File: src/rtl/wb_port_arbiter.sv
// Register-file write-port arbiter: in-order pipeline writeback vs. a buffered
// multi-cycle result stream, with a forced-drain guard against starvation.
module wb_port_arbiter #(
    parameter int WIDTH    = 32,
    parameter int ADDR_W   = 5,
    parameter int DEPTH    = 2,
    parameter int MAX_WAIT = 4
) (
    input  logic              clk,
    input  logic              rst,
    input  logic              pipe_regWrite,
    input  logic [ADDR_W-1:0] pipe_rd,
    input  logic [WIDTH-1:0]  pipe_data,
    input  logic              mc_valid,
    output logic              mc_ready,
    input  logic [ADDR_W-1:0] mc_rd,
    input  logic [WIDTH-1:0]  mc_data,
    output logic              pipe_stall,
    output logic              rf_we,
    output logic [ADDR_W-1:0] rf_waddr,
    output logic [WIDTH-1:0]  rf_wdata,
    output logic              mc_pending
);

    localparam int PW = $clog2(DEPTH);
    localparam int CW = $clog2(DEPTH + 1);
    localparam int WW = $clog2(MAX_WAIT + 1);

    typedef enum logic {
        S_NORMAL,
        S_FORCE
    } state_t;

    state_t             r_state;
    state_t             w_state_next;
    logic [ADDR_W-1:0]  r_rd_mem   [DEPTH];
    logic [WIDTH-1:0]   r_data_mem [DEPTH];
    logic [PW-1:0]      r_wr_ptr;
    logic [PW-1:0]      r_rd_ptr;
    logic [CW-1:0]      r_count;
    logic [CW-1:0]      w_count_next;
    logic [WW-1:0]      r_wait;
    logic [WW-1:0]      w_wait_next;
    logic               w_pipe_req;
    logic               w_push;
    logic               w_gnt_pipe;
    logic               w_gnt_head;

    assign w_pipe_req = pipe_regWrite && (pipe_rd != '0);
    assign mc_ready   = (r_count < CW'(DEPTH));
    // A handshake to x0 completes but leaves nothing to write back.
    assign w_push     = mc_valid && mc_ready && (mc_rd != '0);
    assign mc_pending = (r_count != '0);
    assign pipe_stall = (r_state == S_FORCE);

    always_comb begin
        w_gnt_pipe   = 1'b0;
        w_gnt_head   = 1'b0;
        w_wait_next  = '0;
        w_state_next = S_NORMAL;
        if (r_state == S_FORCE) begin
            w_gnt_head = (r_count != '0);
        end else if (w_pipe_req) begin
            w_gnt_pipe = 1'b1;
        end else begin
            w_gnt_head = (r_count != '0);
        end
        w_count_next = r_count + CW'(w_push) - CW'(w_gnt_head);
        if (r_state == S_NORMAL) begin
            if (w_count_next == '0 || w_gnt_head) begin
                w_wait_next = '0;
            end else if (r_wait == WW'(MAX_WAIT)) begin
                w_wait_next = r_wait;
            end else begin
                w_wait_next = r_wait + WW'(1);
            end
            if (w_wait_next == WW'(MAX_WAIT) ||
                w_count_next == CW'(DEPTH)) begin
                w_state_next = S_FORCE;
            end
        end
    end

    always_ff @(posedge clk) begin
        if (w_push) begin
            r_rd_mem[r_wr_ptr]   <= mc_rd;
            r_data_mem[r_wr_ptr] <= mc_data;
        end
    end

    always_ff @(posedge clk) begin
        if (rst) begin
            r_state  <= S_NORMAL;
            r_wr_ptr <= '0;
            r_rd_ptr <= '0;
            r_count  <= '0;
            r_wait   <= '0;
            rf_we    <= 1'b0;
            rf_waddr <= '0;
            rf_wdata <= '0;
        end else begin
            r_state <= w_state_next;
            r_count <= w_count_next;
            r_wait  <= w_wait_next;
            if (w_push) begin
                r_wr_ptr <= r_wr_ptr + PW'(1);
            end
            if (w_gnt_head) begin
                r_rd_ptr <= r_rd_ptr + PW'(1);
            end
            rf_we <= w_gnt_pipe || w_gnt_head;
            if (w_gnt_head) begin
                rf_waddr <= r_rd_mem[r_rd_ptr];
                rf_wdata <= r_data_mem[r_rd_ptr];
            end else if (w_gnt_pipe) begin
                rf_waddr <= pipe_rd;
                rf_wdata <= pipe_data;
            end
        end
    end

endmodule
File: config.mk
export PLATFORM = sky130hd
export DESIGN_NAME = wb_port_arbiter
export DESIGN_NICKNAME = d
export VERILOG_FILES = /design/src/rtl/wb_port_arbiter.sv
export SDC_FILE = /design/constraint.sdc
export NUM_CORES = 1
export LEC_CHECK = 0
export CORE_MARGIN = 3
export CORE_UTILIZATION = 45
export DETAILED_ROUTE_END_ITERATION = 10
export GPL_ROUTABILITY_DRIVEN = 1
export MAX_ROUTING_LAYER = met4
export PLACE_DENSITY = 0.74
export SYNTH_ARGS = -nofsm -noshare
export SYNTH_HDL_FRONTEND = slang
export SYNTH_SLANG_ARGS = --single-unit
File: constraint.sdc
create_clock -name clk -period 5.6 [get_ports clk]
set_input_delay 0.56 -clock clk [delete_from_list [all_inputs] [get_ports clk]]
set_output_delay 0.56 -clock clk [all_outputs]
set_load 0.05 [all_outputs]
==> results of run 1 <==
per-stage QoR:
stage	worst slack, ns	instances
after CTS	2.771	643
after detailed placement	2.253	611
after global placement	2.384	611
final	2.753	643
after floorplan	2.745	381
after global routing	2.475	643
power breakdown:
group          leakage (nW)  internal, mW  switching, mW  total [mW]
logic                 0.926         0.429          0.763        1.19
clock network         0.274         0.641          0.372        1.01
registers              1.08          1.15          0.103        1.25
total                  2.28          2.22           1.24        3.45
sequential cells by signal, indices dropped and copies added, names as in the netlist, named ones only:
signal      flops
r_data_mem     64
rf_waddr        5
rf_wdata       32
r_rd_mem       10
r_wr_ptr        1
rf_we           1
r_count         2
r_rd_ptr        1
pipe_stall      1
r_wait          3
cell usage in the layout, fill, tap and decap left out, types with 4 or more instances in the layout:
cell,count
clkdlybuf4s50_1,117
nand2_1,77
edfxtp_1,74
dfxtp_1,46
a21oi_1,40
mux2i_1,37
o211ai_1,37
clkbuf_16,16
nor2_1,10
inv_1,7
o21ai_0,5
clkinv_2,5
ha_1,4
worst reg2reg max path, cell delays in order (launching register included):
cell	delay, ns
dfxtp_1	0.37
nor2b_2	0.27
a21boi_4	0.21
buf_4	0.37
nor2_1	0.11
ha_1	0.29
inv_1	0.06
ha_1	0.14
xnor3_1	0.26
a211oi_1	0.23
o21ai_0	0.17
nor2_1	0.13
path summary, 6_finish.rpt:
path                                    start  depth (start not counted)   endpoint  slack, ns
worst max register to register     pipe_stall                         11  r_wait[2]       2.92
worst min register to register       r_rd_ptr                          2   register       0.52
worst max-delay path            pipe_regWrite                         12  r_wait[2]       2.75
worst min-delay path                 r_rd_ptr                          2   register       0.52
routing by layer:
metal  GRT usage  up-vias
met5           -        -
met4     0.05951        0
met3     0.04914        4
met2      0.3402      102
met1      0.2427     1608
li1            -     1632
cells by family after synthesis:
| logic type | share of synthesized area |
|---|---|
| DFF | 0.6675 |
| xor gates and xnor gates | 0.008450 |
| buffers and inverters | 0.03248 |
| AOI/OAI and AO/OA | 0.1201 |
| and+or+nand+nor | 0.08265 |
| adders and majority gates | 0.01056 |
| muxes | 0.07816 |
area by class of cell:
| class | instances | area [µm²] |
|---|---|---|
| Inverter | 8 | 30.03 |
| Timing Repair Buffer | 121 | 1199 |
| Tap cell | 133 | 166.4 |
| Fill cell | 793 | 3435 |
| Clock inverter | 12 | 126.4 |
| Clock buffer | 20 | 435.4 |
| Multi-Input combinational cell | 228 | 1444 |
| Sequential cell | 121 | 3164 |
==> run_results.csv, run 1 <==
group,metric,value,unit
setup_path,worst_ep_arrival_time,3.28,ns
clock_tree,ctsHoldBuffers,0,
detailed_routing,met1Wirelength,4.693,mm
setup_path,cp_slowest_cell,"clkdlybuf4s50_1",
sta,min_period_over_period,0.5083,
die,dieHeight,108.6,µm
clock_tree,post_cts_buffers,0,
place,post-dp-hpwl,7.141,mm
die,fp-row-count,36,
synth,synth-main-ff-cell,"edfxtp_1",
detailed_routing,highest_layer,"met4",
sta,grt_setup_unrepaired,"no",
sta,hold_violations,0,
global_routing,grt_max_degree,75,
sta,whs,0.5224,ns
setup_path,criticalPathCategory,"in -> reg",
die,dieArea,11800,µm²
job,maxCapViolCount,0,
finish,nNetsFinal,579,
detailed_routing,wl_per_cell,17.37,µm
detailed_routing,drt_pass1_iterations,5,
place,dpl-instance-area,6003,µm²
finish,drive_above_1_share,0.08627,
detailed_routing,wl_met3,719,µm
power,p_leak,2.279,nW
detailed_routing,drc_errors,0,
global_routing,grt_pass1_vias,3517,
die,ios,119,
synth,synth_area,4738,µm²
sta,period_minus_slack,2.847,ns
synth,seq_area_frac_synth,0.6675,
sta,worstMarginPinSlew,1.132,ns
sta,finalSetupViolations,0,
synth,synth_edf_count,74,
clock_tree,numCtsBuffers,17,
clock_tree,cts_buffer_depth,2,
place,portBuffers,118,
die,die_w,108.6,µm
global_routing,antenna_found_initial,0,
detailed_routing,first_iter_violations,182,
sta,drv_slew,0,
synth,synth_fp_nets,463,
setup_path,end_kind,"register",
setup_path,crit_path_cell_trace,"clkdlybuf4s50_1 > nor2b_2 > a21boi_4 > buf_4 > nor2_1 > ha_1 > inv_1 > ha_1 > xnor3_1 > a211oi_1 > o21ai_0 > nor2_1",
synth,syn_inst,381,
synth,synth.most_common_cell,"nand2_1",
power,power.density,526.1,nW/µm²
min_path,hold_class,"reg -> reg",
synth,synth_common_cells,"nand2_1 (77), edfxtp_1 (74), dfxtp_1 (47), a21oi_1 (40)",
setup_path,path_buf_inv,3,
finish,fin_util,0.6565,
clock_tree,htreeDepth,4,
clock_tree,clk_pin_slew_worst_paths,0.05,ns
setup_path,crit_fanout,35,
synth,async_reset_ff_frac,0,
synth,synth_top_area_cell,"edfxtp_1",
setup_path,critPathRequiredTime,6.03,ns
global_routing,grt_overflow_total,0,
setup_path,max_stage_delay,0.47,ns
die,initial_core_util,0.4738,
power,power,3.454,mW
synth,synth_cell_type_count,29,
power,vdd.ir_drop.worst,0.2878,mV
clock_tree,clock-sinks,121,
die,core_region_area,10000,µm²
global_routing,grt_use_total,0.2022,
finish,fin_area,6565,µm²
sta,fmax,351.3,MHz
synth,synth_warnings,0,
detailed_routing,routed_wirelength,11.17,mm
detailed_routing,met2WireLength,5.707,mm
sta,fin_tns_setup,0,ns
synth,syn_area_per_cell,12.44,µm²
finish,diodes,0,
sta,slew_headroom,0.2435,
detailed_routing,ant_nets,0,
synth,synth_top_area_share,0.4690,
clock_tree,cts_root_buf,"clkbuf_8",
synth,synth_top_cells_by_area,"edfxtp_1 (47%), dfxtp_1 (20%), mux2i_1 (7.8%)",
clock_tree,cts-resized-gates,0,
detailed_routing,vias_per_cell,5.204,
sta,skew,0.01180,ns
clock_tree,cts_tree,"done",
clock_tree,clock_latency,0.50,ns
synth,ys_ff_latch,121,
finish,area_growth,38.55,%
place,gp_congestion,0.7805,
detailed_routing,route.vias.total,3346,
setup_path,start_kind,"primary input",
setup_path,critical_path.top_delay_family,"buffers and inverters",
outcome,run_status,"finished, final reports clean",
global_routing,grt_pass1_wl,17.45,mm
(Power assumes the default switching activity.)
==> inputs of run 2 (changes only) <==
--- a/config.mk
+++ b/config.mk
@@ -6,11 +6,11 @@
 export NUM_CORES = 1
 export LEC_CHECK = 0
 export CORE_MARGIN = 3
-export CORE_UTILIZATION = 45
+export CORE_UTILIZATION = 44
 export DETAILED_ROUTE_END_ITERATION = 10
 export GPL_ROUTABILITY_DRIVEN = 1
 export MAX_ROUTING_LAYER = met4
-export PLACE_DENSITY = 0.74
+export PLACE_DENSITY = 0.76
 export SYNTH_ARGS = -nofsm -noshare
 export SYNTH_HDL_FRONTEND = slang
 export SYNTH_SLANG_ARGS = --single-unit
==> constraint.sdc (replaced) <==
create_clock -name clk -period 2.3 [get_ports clk]
set_input_delay 0.23 -clock clk [delete_from_list [all_inputs] [get_ports clk]]
set_output_delay 0.23 -clock clk [all_outputs]
set_load 0.05 [all_outputs]
==> run_results.csv, run 2 (synthesis results as in run 1) <==
group,metric,value,unit
finish,layout_commonest_cell,"clkdlybuf4s50_1",
sta,whs,0.2735,ns
setup_path,critical_path.top_delay_family,"simple AND/OR/NAND/NOR gates",
sta,fmax,450.3,MHz
sta,fin_tns_setup,0,ns
setup_path,endpoint,"pipe_stall",
setup_path,cp.depth,9,
global_routing,grt_max_degree,75,
setup_path,path_buf_inv,2,
sta,period_minus_slack,2.221,ns
finish,stdcell_count,663,
die,fp-row-count,37,
finish,diodes,0,
finish,layout_common_cells,"clkdlybuf4s50_1 (117), nand2_1 (77), edfxtp_1 (74)",
detailed_routing,ant_nets,0,
die,initial_core_util,0.4549,
clock_tree,numCtsBuffers,17,
finish,area_growth,43.52,%
finish,regMostFlops,"r_data_mem",
detailed_routing,wl_per_cell,16.79,µm
sta,worstMarginPinSlew,0.8960,ns
sta,min_period_over_period,0.9656,
setup_path,r2r-start,"pipe_stall",
setup_path,crit_start,"mc_rd[0]",
clock_tree,cts_root_buf,"clkbuf_8",
sta,grt_setup_unrepaired,"no",
min_path,hold_class,"in -> reg",
sta,hold_violations,0,
finish,nNetsFinal,596,
setup_path,start_kind,"primary input",
setup_path,crit_path_cell_trace,"clkdlybuf4s50_1 > or4_4 > o211ai_4 > ha_1 > inv_1 > ha_1 > xnor3_1 > or4_1 > o21ai_0",
sta,finalSetupViolations,0,
detailed_routing,route.vias.total,3414,
clock_tree,clock-sinks,121,
setup_path,crit_fanout,3,
global_routing,grt_use_total,0.1947,
clock_tree,cts_tree,"done",
power,power,8.885,mW
setup_path,criticalPathCategory,"in -> reg",
power,p_leak,2.399,nW
setup_path,crit_top_cell,"ha_1",
detailed_routing,vias_per_cell,5.149,
place,dp_cells,631,
finish,largest_reg_flops,64,
power,power.density,1307,nW/µm²
die,ios,119,
setup_path,ff2ff_path_depth,9,
detailed_routing,drc_errors,0,
global_routing,grt_pass1_wl,17.08,mm
global_routing,grt_overflow_total,0,
job,maxCapViolCount,0,
clock_tree,htreeDepth,4,
global_routing,antenna_found_initial,0,
detailed_routing,first_iter_violations,176,
clock_tree,cts_buffer_depth,2,
sta,slew_headroom,0.4027,
sta,drv_slew,0,
finish,top_regs,"r_data_mem (64), rf_wdata (32), r_rd_mem (10)",
clock_tree,clock_latency,0.50,ns
die,core_region_area,10420,µm²
place,portBuffers,118,
setup_path,r2r_slack,0.20,ns
die,dieHeight,109.8,µm
power,vdd.ir_drop.worst,0.6066,mV
setup_path,end_kind,"register",
die,dieArea,12050,µm²
setup_path,r2r-end,"pipe_stall",
global_routing,grt_pass1_vias,3491,
finish,fin_util,0.6529,
die,die_w,109.8,µm
place,post-dp-hpwl,7.387,mm
place,gp_congestion,0.8214,
setup_path,critPathRequiredTime,2.71,ns
setup_path,worst_ep_arrival_time,2.63,ns
setup_path,cp_slowest_cell,"or4_4",
sta,skew,0.007981,ns
outcome,run_status,"finished, final reports clean",
detailed_routing,routed_wirelength,11.13,mm
finish,drive_above_1_share,0.1195,
clock_tree,clk_pin_slew_worst_paths,0.06,ns
detailed_routing,drt_pass1_iterations,4,
setup_path,max_stage_delay,0.57,ns
-- run 2: metrics by stage --
step                      worst slack (ns)  area [µm²]
after floorplan                    -0.5551        4740
after global placement             -0.3544        6161
after detailed placement           -0.4543        6161
after CTS                          0.05487        6800
after global routing               0.01508        6800
final                              0.07901        6800
-- run 2: tightest hold or removal path: stages --
cell and delay (ns):
clkdlybuf4s50_1 0.39, nand2_1 0.05, a21oi_1 0.05
-- run 2: power breakdown --
part | switching, mW | internal [mW] | leakage [nW] | total, mW
clock network | 0.947 | 1.87 | 0.302 | 2.82
logic | 1.89 | 1.15 | 1.02 | 3.04
registers | 0.238 | 2.79 | 1.08 | 3.03
total | 3.08 | 5.81 | 2.40 | 8.89
-- run 2: final cells by class --
type	count	area, µm²
inverter	8	30.03
tap	136	170.2
sequential	121	3166
clock inverter	15	225.2
clock buffer	17	414.1
fill	798	3616
timing repair buffer	138	1351
multi-input combinational	228	1444
-- run 2: routing by layer --
metal	GRT usage	up-vias	share of wire
met4	0.06768	0	0.0092
met3	0.04756	8	0.047
met2	0.3326	83	0.51
li1	-	1667	-
met1	0.2241	1656	0.43
met5	-	-	0
-- run 2: worst min-delay path by stage --
stage	start	to	slack (ns)	cells past startpoint
4_1_cts	pipe_data[28]	rf_wdata[28]	0.25	3
5_1_grt	pipe_data[16]	rf_wdata[16]	0.25	3
3_3_place_gp	r_rd_ptr	register	0.48	2
6_report	pipe_data[28]	rf_wdata[28]	0.27	3
2_1_floorplan	mc_data[0]	r_data_mem[0][0]	0.33	0
3_5_place_dp	r_rd_ptr	register	0.51	2
-- run 2: timing repair --
item	4_1_cts	5_1_grt
buffers inserted	0	0
endpoints found under the setup margin	0	3
resized for setup	0	1
hold buffers	0	0
hold endpoints to repair	0	0
==> patch, RTL diff (flow settings as in run 2) <==
Make the reset (`rst`) asynchronous in one clocked block.
--- a/src/rtl/wb_port_arbiter.sv
+++ b/src/rtl/wb_port_arbiter.sv
@@ -90,3 +90,3 @@
 
-    always_ff @(posedge clk) begin
+    always_ff @(posedge clk or posedge rst) begin
         if (rst) begin
Function: differs if rst is asserted again (counterexample within 4 cycles, from zero or initial values and one cycle with rst high); with rst held inactive, the same outputs for 10 cycles.
==> patch against run 2 <==
Sequential share of layout area grew 1.6 points; fmax grew 2.5%; count of clock-buffer cells in the layout is the same; wire length shrank 0.31%; power grew 19%; critical path depth is the same; area after synthesis grew 5.0%; sequential cell count shrank 1; combinational power grew 52%; worst setup slack gained 0.055 ns; cell area grew 3.0%; non-clock buffer count is the same.
==> patch: results (changes against run 2) <==
root buffer cell=clkbuf_16 (was clkbuf_8); TritonRoute pass-1 iters=4 (unchanged); core footprint=10900 um^2 (was 10400 um^2); Max IR drop VDD=811 uV (was 607 uV); Synth area leaders=edfxtp_1, dfrtp_1, mux2i_1 (was edfxtp_1, dfxtp_1, mux2i_1); syn_area_per_cell=14.8 um^2 (was 12.4 um^2); CTS H-tree depth=4 (unchanged); cts repair resizes=0 (unchanged); clk slew on worst S/H paths=0.06 ns (about the same); Commonest cells post-synth=edfxtp_1, dfrtp_1, nor3_1 (was nand2_1, edfxtp_1, dfxtp_1); Global Route Usage Sum=18.4% (was 19.5%); Synth Net Count=418 (was 463); leakage power=2.62 nW (was 2.40 nW); Clk Latency, worst-skew pair=0.40 ns (was 0.50 ns); final std cells w/o fill=625 (was 663); maximum clock insertion buffer count=2 (unchanged); dpl cells=593 (was 631); DP Worst Slack=-0.276 ns (was -0.454 ns); Post-synth EDFFs=74 (unchanged); Area Growth Syn to Fin=40.8% (was 43.5%); HP Class=in2async (was in2reg); library cells used by synthesis=36 (was 29); Async SR Flop Fraction=38.3% (was 0%); antenna diode count=0 (unchanged); Seq/Total Area, Yosys=67.8% (was 66.8%); CTS Buf Count=17 (unchanged); Reg2Reg Depth=9 (unchanged); Ys Warns=0 (unchanged); initial antenna violation count=0 (unchanged); postcts setup bufs=0 (unchanged); first-pass GRT wire length=17900 um (was 17100 um); Final GP Congestion=0.786 (was 0.821); Worst Clk Skew=0.0108 ns (was 0.00798 ns); nets@finish=554 (was 596); biggest regs=r_data_mem x64, rf_wdata x32, r_rd_mem x10 (unchanged); Crit Path Max Fanout=3 (unchanged); share of post-route cells with drive strength above 1=20.4% (was 12.0%); Worst-Margin Slew=1.11 ns (was 0.896 ns); final WL=11100 um (about the same); largest net degree at the start of global routing=40 (was 75); vias per cell=5.27 (was 5.15); IO buf count=118 (unchanged); vias in the first global route=3637 (was 3491); status=complete, no violations (unchanged); Initial DRC Count=223 (was 176); Arrival @ worst endpoint=2.43 ns (was 2.63 ns); post-DP HPWL=7110 um (was 7390 um); FILL cells=843 (was 798)
patch: logic make-up (layout without fill, tap and decap cells):
logic type,count (synthesis),count (layout),share of synthesized area [%]
DFF,120,120,67.8
muxes,69,69,14.7
adders and majority gates,4,4,1.01
AOI/OAI and AO/OA,52,52,6.44
and+or+nand+nor,60,60,6.39
buffers and inverters,29,178,3.02
xor gates and xnor gates,2,2,0.654
patch: metal layers:
layer | routed length (um) | vias to the layer above | share of wire, % | track usage [%]
met5 | 0 | - | 0 | -
met4 | 62 | 0 | 0.56 | 5.61
met3 | 620 | 8 | 5.6 | 4.20
met1 | 4670 | 1624 | 42 | 21.9
li1 | - | 1536 | - | -
met2 | 5740 | 124 | 52 | 31.5
patch: worst max-delay path, cell delays in order:
cell and delay [ns]:
clkdlybuf4s50_1 0.43, or4_1 0.57, o211ai_2 0.19, ha_1 0.27, inv_2 0.07, ha_4 0.12
xor3_1 0.26, nor2_1 0.20, nor3_1 0.09
patch: worst paths after layout:
| check | endpoint | slack (ns) | start |
|---|---|---|---|
| worst max-delay path | r_wait[2] | 0.13 | mc_rd[0] |
| worst min-delay path | rf_wdata[31] | 0.15 | rst |
| worst max register to register | r_wait[2] | 0.16 | r_count[1] |
| worst min register to register | rf_we | 0.54 | r_count[0] |
| max in group asynchronous | rf_wdata[6] | 1.54 | rst |
| min in group clk | r_data_mem[1][19] | 0.41 | mc_data[19] |
patch: cell type report:
type	instances	area share (%)
flip-flops and latches	120	48.2
clock buffers	17	6.07
repair buffers	138	19.1
inverters	8	0.482
multi-input cells	187	21.1
well taps	140	2.50
clock inverters	15	2.52
patch: metrics by stage:
| step | cell area (um^2) | total power, W |
|---|---|---|
| after floorplan | 5010 | 0.00650 |
| after global placement | 6400 | 0.00785 |
| after detailed placement | 6400 | 0.00797 |
| after CTS | 7010 | 0.0107 |
| after global routing | 7010 | 0.0111 |
| final | 7010 | 0.0106 |
patch: power breakdown:
group          total, W  switching (W)  internal [W]
logic           0.00463        0.00284       0.00178
registers       0.00328       0.000298       0.00298
clock network   0.00268       0.000976       0.00171
